===== src/rtl/simple_fifo_reader_if.sv =====
// FIFO read port and downstream valid/ready stream used by simple_fifo_reader.
// master = the reader; slave = the FIFO plus stream consumer side.
interface simple_fifo_reader_if #(
    parameter int WIDTH = 32
);
    logic             fifo_re;
    logic [WIDTH-1:0] fifo_dout;
    logic             fifo_empty;
    logic             m_valid;
    logic [WIDTH-1:0] m_data;
    logic             m_ready;

    modport master (
        output fifo_re,
        input  fifo_dout,
        input  fifo_empty,
        output m_valid,
        output m_data,
        input  m_ready
    );

    modport slave (
        input  fifo_re,
        output fifo_dout,
        output fifo_empty,
        input  m_valid,
        input  m_data,
        output m_ready
    );
endinterface


===== src/rtl/simple_fifo_reader.sv =====
// Burst drain engine: reads burst_len words from a registered-read FIFO and
// streams them out through a 2-entry buffer that hides the read latency.
module simple_fifo_reader #(
    parameter int WIDTH = 32,
    parameter int LEN_W = 16
) (
    input  logic             clk,
    input  logic             reset,
    input  logic             start,
    input  logic [LEN_W-1:0] burst_len,
    output logic             busy,
    output logic             done,
    simple_fifo_reader_if.master bus
);

    // state | meaning
    // IDLE  | waiting for start
    // RUN   | issuing reads / streaming words
    // FIN   | one-cycle done pulse; also accepts a new start
    typedef enum logic [1:0] {IDLE, RUN, FIN} state_t;

    state_t           state, state_nxt;
    logic [LEN_W-1:0] remaining, pending;
    logic             infl;
    logic [1:0]       occ;
    logic [WIDTH-1:0] buf_head, buf_tail;
    logic             rd, acc, accept_cmd;
    logic [2:0]       level;

    always_comb begin
        state_nxt  = state;
        acc        = (occ != 2'd0) && bus.m_ready;
        // acc implies occ >= 1, so this never underflows
        level      = {1'b0, occ} + {2'b00, infl} - {2'b00, acc};
        rd         = (state == RUN) && (remaining != '0) && !bus.fifo_empty && (level < 3'd2);
        accept_cmd = start && (state != RUN);
        busy       = (state == RUN);
        done       = (state == FIN);
        case (state)
            IDLE, FIN: begin
                if (accept_cmd) begin
                    state_nxt = (burst_len == '0) ? FIN : RUN;
                end else begin
                    state_nxt = IDLE;
                end
            end
            RUN: begin
                if (acc && (pending == LEN_W'(1))) begin
                    state_nxt = FIN;
                end
            end
            default: state_nxt = IDLE;
        endcase
    end

    assign bus.fifo_re = rd;
    assign bus.m_valid = (occ != 2'd0);
    assign bus.m_data  = buf_head;

    always_ff @(posedge clk or negedge reset) begin
        if (!reset) begin
            state     <= IDLE;
            remaining <= '0;
            pending   <= '0;
            infl      <= 1'b0;
        end else begin
            state <= state_nxt;
            infl  <= rd;
            if (accept_cmd) begin
                remaining <= burst_len;
                pending   <= burst_len;
            end else begin
                if (rd) begin
                    remaining <= remaining - LEN_W'(1);
                end
                if (acc) begin
                    pending <= pending - LEN_W'(1);
                end
            end
        end
    end

    // Read data lands one cycle after fifo_re; infl marks that cycle.
    always_ff @(posedge clk or negedge reset) begin
        if (!reset) begin
            occ      <= 2'd0;
            buf_head <= '0;
            buf_tail <= '0;
        end else begin
            case ({infl, acc})
                2'b10: begin
                    if (occ == 2'd0) begin
                        buf_head <= bus.fifo_dout;
                    end else begin
                        buf_tail <= bus.fifo_dout;
                    end
                    occ <= occ + 2'd1;
                end
                2'b01: begin
                    buf_head <= buf_tail;
                    occ      <= occ - 2'd1;
                end
                2'b11: begin
                    if (occ == 2'd1) begin
                        buf_head <= bus.fifo_dout;
                    end else begin
                        buf_head <= buf_tail;
                        buf_tail <= bus.fifo_dout;
                    end
                end
                default: begin
                end
            endcase
        end
    end

endmodule


===== src/flat_wrapper.sv =====
// flat-port wrapper written by rule: the top's interface ports become plain ports
module simple_fifo_reader_flat 
#(
    parameter int WIDTH = 32,
    parameter int LEN_W = 16
)
  (clk, reset, start, burst_len, busy, done, bus_fifo_re, bus_fifo_dout, bus_fifo_empty, bus_m_valid, bus_m_data, bus_m_ready);
  simple_fifo_reader_if #(.WIDTH(WIDTH)) bus_i ();
  input  logic clk;
  input  logic reset;
  input  logic start;
  input  logic [LEN_W-1:0] burst_len;
  output logic busy;
  output logic done;
  output wire logic [$bits(bus_i.fifo_re)-1:0] bus_fifo_re;
  input wire logic [$bits(bus_i.fifo_dout)-1:0] bus_fifo_dout;
  input wire logic [$bits(bus_i.fifo_empty)-1:0] bus_fifo_empty;
  output wire logic [$bits(bus_i.m_valid)-1:0] bus_m_valid;
  output wire logic [$bits(bus_i.m_data)-1:0] bus_m_data;
  input wire logic [$bits(bus_i.m_ready)-1:0] bus_m_ready;
  assign bus_fifo_re = bus_i.fifo_re;
  assign bus_i.fifo_dout = bus_fifo_dout;
  assign bus_i.fifo_empty = bus_fifo_empty;
  assign bus_m_valid = bus_i.m_valid;
  assign bus_m_data = bus_i.m_data;
  assign bus_i.m_ready = bus_m_ready;
  simple_fifo_reader #(.WIDTH(WIDTH), .LEN_W(LEN_W)) u_core (.clk(clk), .reset(reset), .start(start), .burst_len(burst_len), .busy(busy), .done(done), .bus(bus_i));
endmodule

===== config.mk =====
export PLATFORM = sky130hd
export DESIGN_NAME = simple_fifo_reader_flat
export DESIGN_NICKNAME = d
export VERILOG_FILES = /design/src/rtl/simple_fifo_reader_if.sv /design/src/rtl/simple_fifo_reader.sv /design/src/flat_wrapper.sv
export SDC_FILE = /design/constraint.sdc
export NUM_CORES = 1
export LEC_CHECK = 0
export CAP_MARGIN = 20
export CORE_UTILIZATION = 56
export CTS_BUF_LIST = sky130_fd_sc_hd__clkbuf_16
export CTS_CLUSTER_SIZE = 24
export DETAILED_ROUTE_END_ITERATION = 12
export GPL_ROUTABILITY_DRIVEN = 0
export PLACE_DENSITY_LB_ADDON = 0.12
export SKIP_LAST_GASP = 1
export SYNTH_ARGS = -nofsm -noshare
export SYNTH_HDL_FRONTEND = slang
export SYNTH_SLANG_ARGS = --single-unit

===== constraint.sdc =====
create_clock -name clk -period 9.45 [get_ports clk]
set_clock_uncertainty 0.2 [all_clocks]
set_input_delay 2.835 -clock clk [delete_from_list [all_inputs] [get_ports clk]]
set_output_delay 2.835 -clock clk [all_outputs]
set_load 0.02 [all_outputs]

== Word-level counts from Yosys, hierarchy flattened ==
Index checks and enable logic that the tools add are counted.

* Register bits: 101

* Muxes and demuxes: 15
* Eq/ne operators: 12
* Reduce and logical (&&, ||, !) cells: 20
* Add/sub/neg operators: 6
* $lt $le $gt $ge: 1

{| class="wikitable"
|+ Operators by type and width
! kind !! count
|-
| 32-bit two-way mux || 4
|-
| 32-bit one-hot mux with 3 select lines || 1
|-
| 16-bit two-way mux || 4
|-
| 32-bit one-hot mux with 2 select lines || 1
|-
| 16-bit by 1-bit subtractor with 16-bit output, second input constant || 2
|-
| 16-bit by 1-bit == test with 1-bit output, second input constant || 1
|-
| 16-bit zero test || 1
|-
| 16-bit nonzero test || 1
|-
| 2-bit nonzero test || 5
|-
| 2-bit one-hot mux with 2 select lines || 2
|-
| 2-bit by 1-bit == test with 1-bit output, second input constant || 3
|-
| 2-bit == test, second input constant || 3
|-
| 1-bit logical AND || 6
|-
| 2-bit two-way mux || 3
|-
| 2-bit by 1-bit inequality test with 1-bit output, second input constant || 3
|-
| 2-bit zero test || 2
|-
| 2-bit inequality test, second input constant || 2
|-
| 2-bit by 1-bit adder with 3-bit output || 1
|-
| 3-bit by 2-bit less-than comparator with 1-bit output, second input constant || 1
|-
| 3-bit AND reduction || 1
|-
| 3-bit nonzero test || 1
|-
| 3-bit by 1-bit subtractor with 3-bit output || 1
|-
| 2-bit by 1-bit adder with 2-bit output, second input constant || 1
|-
| 2-bit AND reduction || 1
|-
| 3 further kinds || 3
|}

== Logic depth before layout (Yosys ltp) ==
* Depth in word-level cells: 7
* Mapped depth: 14

== Worst setup path after synthesis ==
No wires, ideal clock.

* Kind: in2out
* From: input bus_m_ready
* To: output bus_fifo_re
* Path buffers: 1
* Path slack: 1.440 ns
* Cell stages on the path: 10
* Data arrival time: 4.975 ns
* Data required time: 6.415 ns
* Cell sequence: nor2b_1 > clkbuf_1 > inv_1 > ha_1 > nand2b_1 > fa_1 > nand2b_1 > nor3_2 > o21ai_4 > inv_2

* Cells in the longest elaborated chain, start to end: 4

{| class="wikitable"
|+ RTL lines
! what !! line !! RTL
|-
| from (decl) || flat_wrapper.sv:20 || <nowiki>input wire logic [$bits(bus_i.m_ready)-1:0] bus_m_ready;</nowiki>
|-
| 1-bit logical AND || simple_fifo_reader.sv:32 || <nowiki>acc = (occ != 2'd0) && bus.m_ready;</nowiki>
|-
| 3-bit by 1-bit subtractor with 3-bit output || simple_fifo_reader.sv:34 || <nowiki>level = {1'b0, occ} + {2'b00, infl} - {2'b00, acc};</nowiki>
|-
| 3-bit by 2-bit less-than comparator with 1-bit output || simple_fifo_reader.sv:35 || <nowiki>rd = (state == RUN) && (remaining != '0) && !bus.fifo_empty && (level < 3'd2);</nowiki>
|-
| 1-bit logical AND || simple_fifo_reader.sv:35 ||
|-
| to (decl) || flat_wrapper.sv:15 || <nowiki>output wire logic [$bits(bus_i.fifo_re)-1:0] bus_fifo_re;</nowiki>
|}

No other way between the ends.

== Worst setup path after layout ==
Same ends and word-level chain as after synthesis.

==> metrics.md <==
| Metric | Value |
|---|---|
| Clock latency of the later-clocked register in the worst-skew pair | 0.34 ns |
| Met2 GRT Util | 38.9% |
| Total power | 2.00 mW |
| Met1 demand-to-capacity share in global routing | 33.0% |
| Met3 track demand over resource in global routing | 3.80% |
| Clock slew at reported path FFs | 0.07 ns |
| Number of storage elements in the synthesis netlist | 101 |
| Total setup buffers inserted after CTS | 0 |
| Vias after detailed routing | 3604 |
| Outcome | finished clean |
| Final Max Tran Viols | 0 |
| Fraction of the yosys area taken by sequential cells | 53.1% |
| Worst path required time | 6.42 ns |
| DR vias/cell | 5.71 |
| Number of gates resized after cts | 0 |
| Unrepaired setup endpoints after global routing | false |
| Number of antenna violations at the first check in global routing | 0 |
| Commonest non-fill, non-tap cells in the layout | dfrtp_1 (101), clkdlybuf4s50_1 (87), nand2_1 (58), o21ai_0 (48) |
| Post-route setup TNS | 0 ns |
| Clock sinks | 101 |
| Number of instances in the synthesized netlist | 438 |
| Share of synthesized flip-flops with an asynchronous set or reset | 100% |
| Number of nets with antenna violations after routing | 0 |
| Commonest non-fill, non-tap cell in the layout | dfrtp_1 |
| Final #Nets | 582 |
| Largest fanout on the critical path | 6 |
| Area share of the leading cell type in the synthesized netlist | 53.1% |
| I/O pin total | 89 |
| Count of warnings emitted by yosys | 0 |
| Number of enable-type register cells in the synthesized netlist | 0 |
| Number of violations of the max-capacitance limit | 0 |
| Pin count of the biggest net entering global routing | 75 |
| Layout cell share with drive strength beyond 1 | 12.7% |
| Number of DRC markers after the initial detailed-route iteration | 145 |
| Worst min path class | reg2reg |
| Number of buffers added on ports | 88 |
| Finished layout cell area | 6060 um2 |
| Number of levels the H-tree was split into | 3 |
| Primary flip-flop cell chosen by synthesis mapping | dfrtp_1 |
| Startpoint type of the worst setup path | input pin |
| Overall routed net length | 10100 um |
| Antenna Diode Count | 0 |
| Global-route usage over all layers | 24.3% |
| Die Area | 8870 um2 |
| Number of nets in the synthesized netlist | 499 |
| Mapped Avg Cell Area | 10.9 um2 |
| Wire length of the first global-routing pass | 16700 um |
| Core Box Area | 8220 um2 |
| Initial core utilization | 57.9% |
| Number of rows in the core area | 33 |
| Number of different library cells in the post-synthesis netlist | 45 |
| Number of buffers added by the clock tree synthesis step | 9 |
| Crit path arrival time | 5.84 ns |
| Max clock buf depth | 2 |
| Max rail drop VDD | 0.167 mV |
| Post-synth top area cell | dfrtp_1 |
| Final worst-path cycle share | 93.9% |
| Total global routing overflow | 0 |
| Hold Violations, Final | 0 |
| Setup WS pre-CTS | 0.604 ns |
| DRT Pass-1 Iters | 5 |
| Cts-stage hold buffer count | 0 |
| Setup violation total in the final timing report | 0 |
| CTS tree | built |
| Pin slew with the least headroom to its limit | 1.03 ns |
| Final Worst Setup Slack | 0.579 ns |
| Cell area after technology mapping | 4760 um2 |
| Vias in the first global route | 3528 |
| Relative slew slack | 31.0% |
| Die extent in y | 94.2 um |
| Width of the die | 94.2 um |
| Fmax | 0.113 GHz |
| Half-perimeter wire length after placement | 7170 um |
| End-of-flow core utilization | 73.8% |
| Nature of the critical path endpoint | output port |
| Average routed wire per standard cell | 16.1 um |
| Pwr per Cell Area | 330 nW/um2 |
| Critical path class | in2out |
| Clock tree root buffer cell | clkbuf_16 |
| Drc violations | 0 |
| Most crowded layer after global routing | met2 |
| Min Clock Period, post-route | 8.87 ns |
| Total cell area at the placement stage | 5740 um2 |
| Leakage Power | 2.58 nW |
| Top cells by area, synth | dfrtp_1 (53%), mux2_2 (7.6%), mux2i_1 (6.7%) |
| Area growth syn-to-layout | 27.4% |
where the power goes:
part / internal (mW) / switching (mW)
sequential: 0.639 / 0.136
clock: 0.234 / 0.160
combinational: 0.404 / 0.428
per-layer routing:
layer	wire length, um	vias to the layer above	part of all wire (%)
li1	-	1727	-
met1	4580	1746	45
met2	4890	116	48
met3	487	15	4.8
met4	175	0	1.7
met5	0	-	0
registers in the layout (all words and copies together), names as in the netlist:
register	cells
u_core.pending	16
u_core.bus.m_data	32
u_core.occ	2
u_core.infl	1
u_core.buf_tail	32
u_core.remaining	16
u_core.state	2
critical path, stage by stage:
cell,delay [ns]
clkdlybuf4s50_1,0.52
nor2b_1,0.18
inv_1,0.12
ha_1,0.34
nand2b_1,0.17
fa_1,0.49
nand2b_1,0.08
nor3_2,0.26
o21ai_4,0.12
inv_2,0.10
clkdlybuf4s50_1,0.61
Yosys cell counts (7+ instances only):
cell and n:
o21ai_0 48, nor2_1 18, nand3_1 14, xnor2_1 14, clkbuf_1 16, mux2i_1 32
nand2_1 59, inv_1 10, mux2_2 32, ha_1 7, dfrtp_1 101, o211ai_1 12
stage by stage:
step	instances	hold slack [ns]
global placement	615	0.260
CTS	631	0.286
finish	631	0.282
detailed placement	615	0.271
global route	631	0.303
floorplan	438	0.278
cell families after synthesis:
kind of cell             count (synthesis)  synth area share (%)
AND/OR/NAND/NOR                        136                  14.2
flip-flops                             101                  53.1
AO/OA/AOI/OAI                           81                  10.5
multiplexers                            64                  14.3
buffers and inverters                   31                  2.55
XOR/XNOR                                17                  3.13
adder cells (fa/ha/maj)                  8                  2.26
worst paths after layout:
path | cells after the start | start | slack, ns | endpoint
worst min-delay path | 2 | u_core.bus.m_data[5] | 0.28 | u_core.bus.m_data[5]
worst min register to register | 2 | u_core.bus.m_data[5] | 0.28 | u_core.bus.m_data[5]
min in group asynchronous | 1 | reset | 2.19 | u_core.bus.m_data[29]
worst max register to register | 12 | u_core.occ[1] | 5.72 | u_core.remaining[15]
max in group asynchronous | 2 | reset | 5.62 | u_core.pending[1]
worst max-delay path | 11 | bus_m_ready | 0.58 | bus_fifo_re
final cells by class:
class	count	area (um2)
sequential	101	2530
fill	613	2150
inverter	11	41.3
tap	105	131
clock inverter	7	96.3
timing repair buffer	92	908
multi-input combinational	306	2130
clock buffer	9	225
Power figures use the tool's default switching activity.
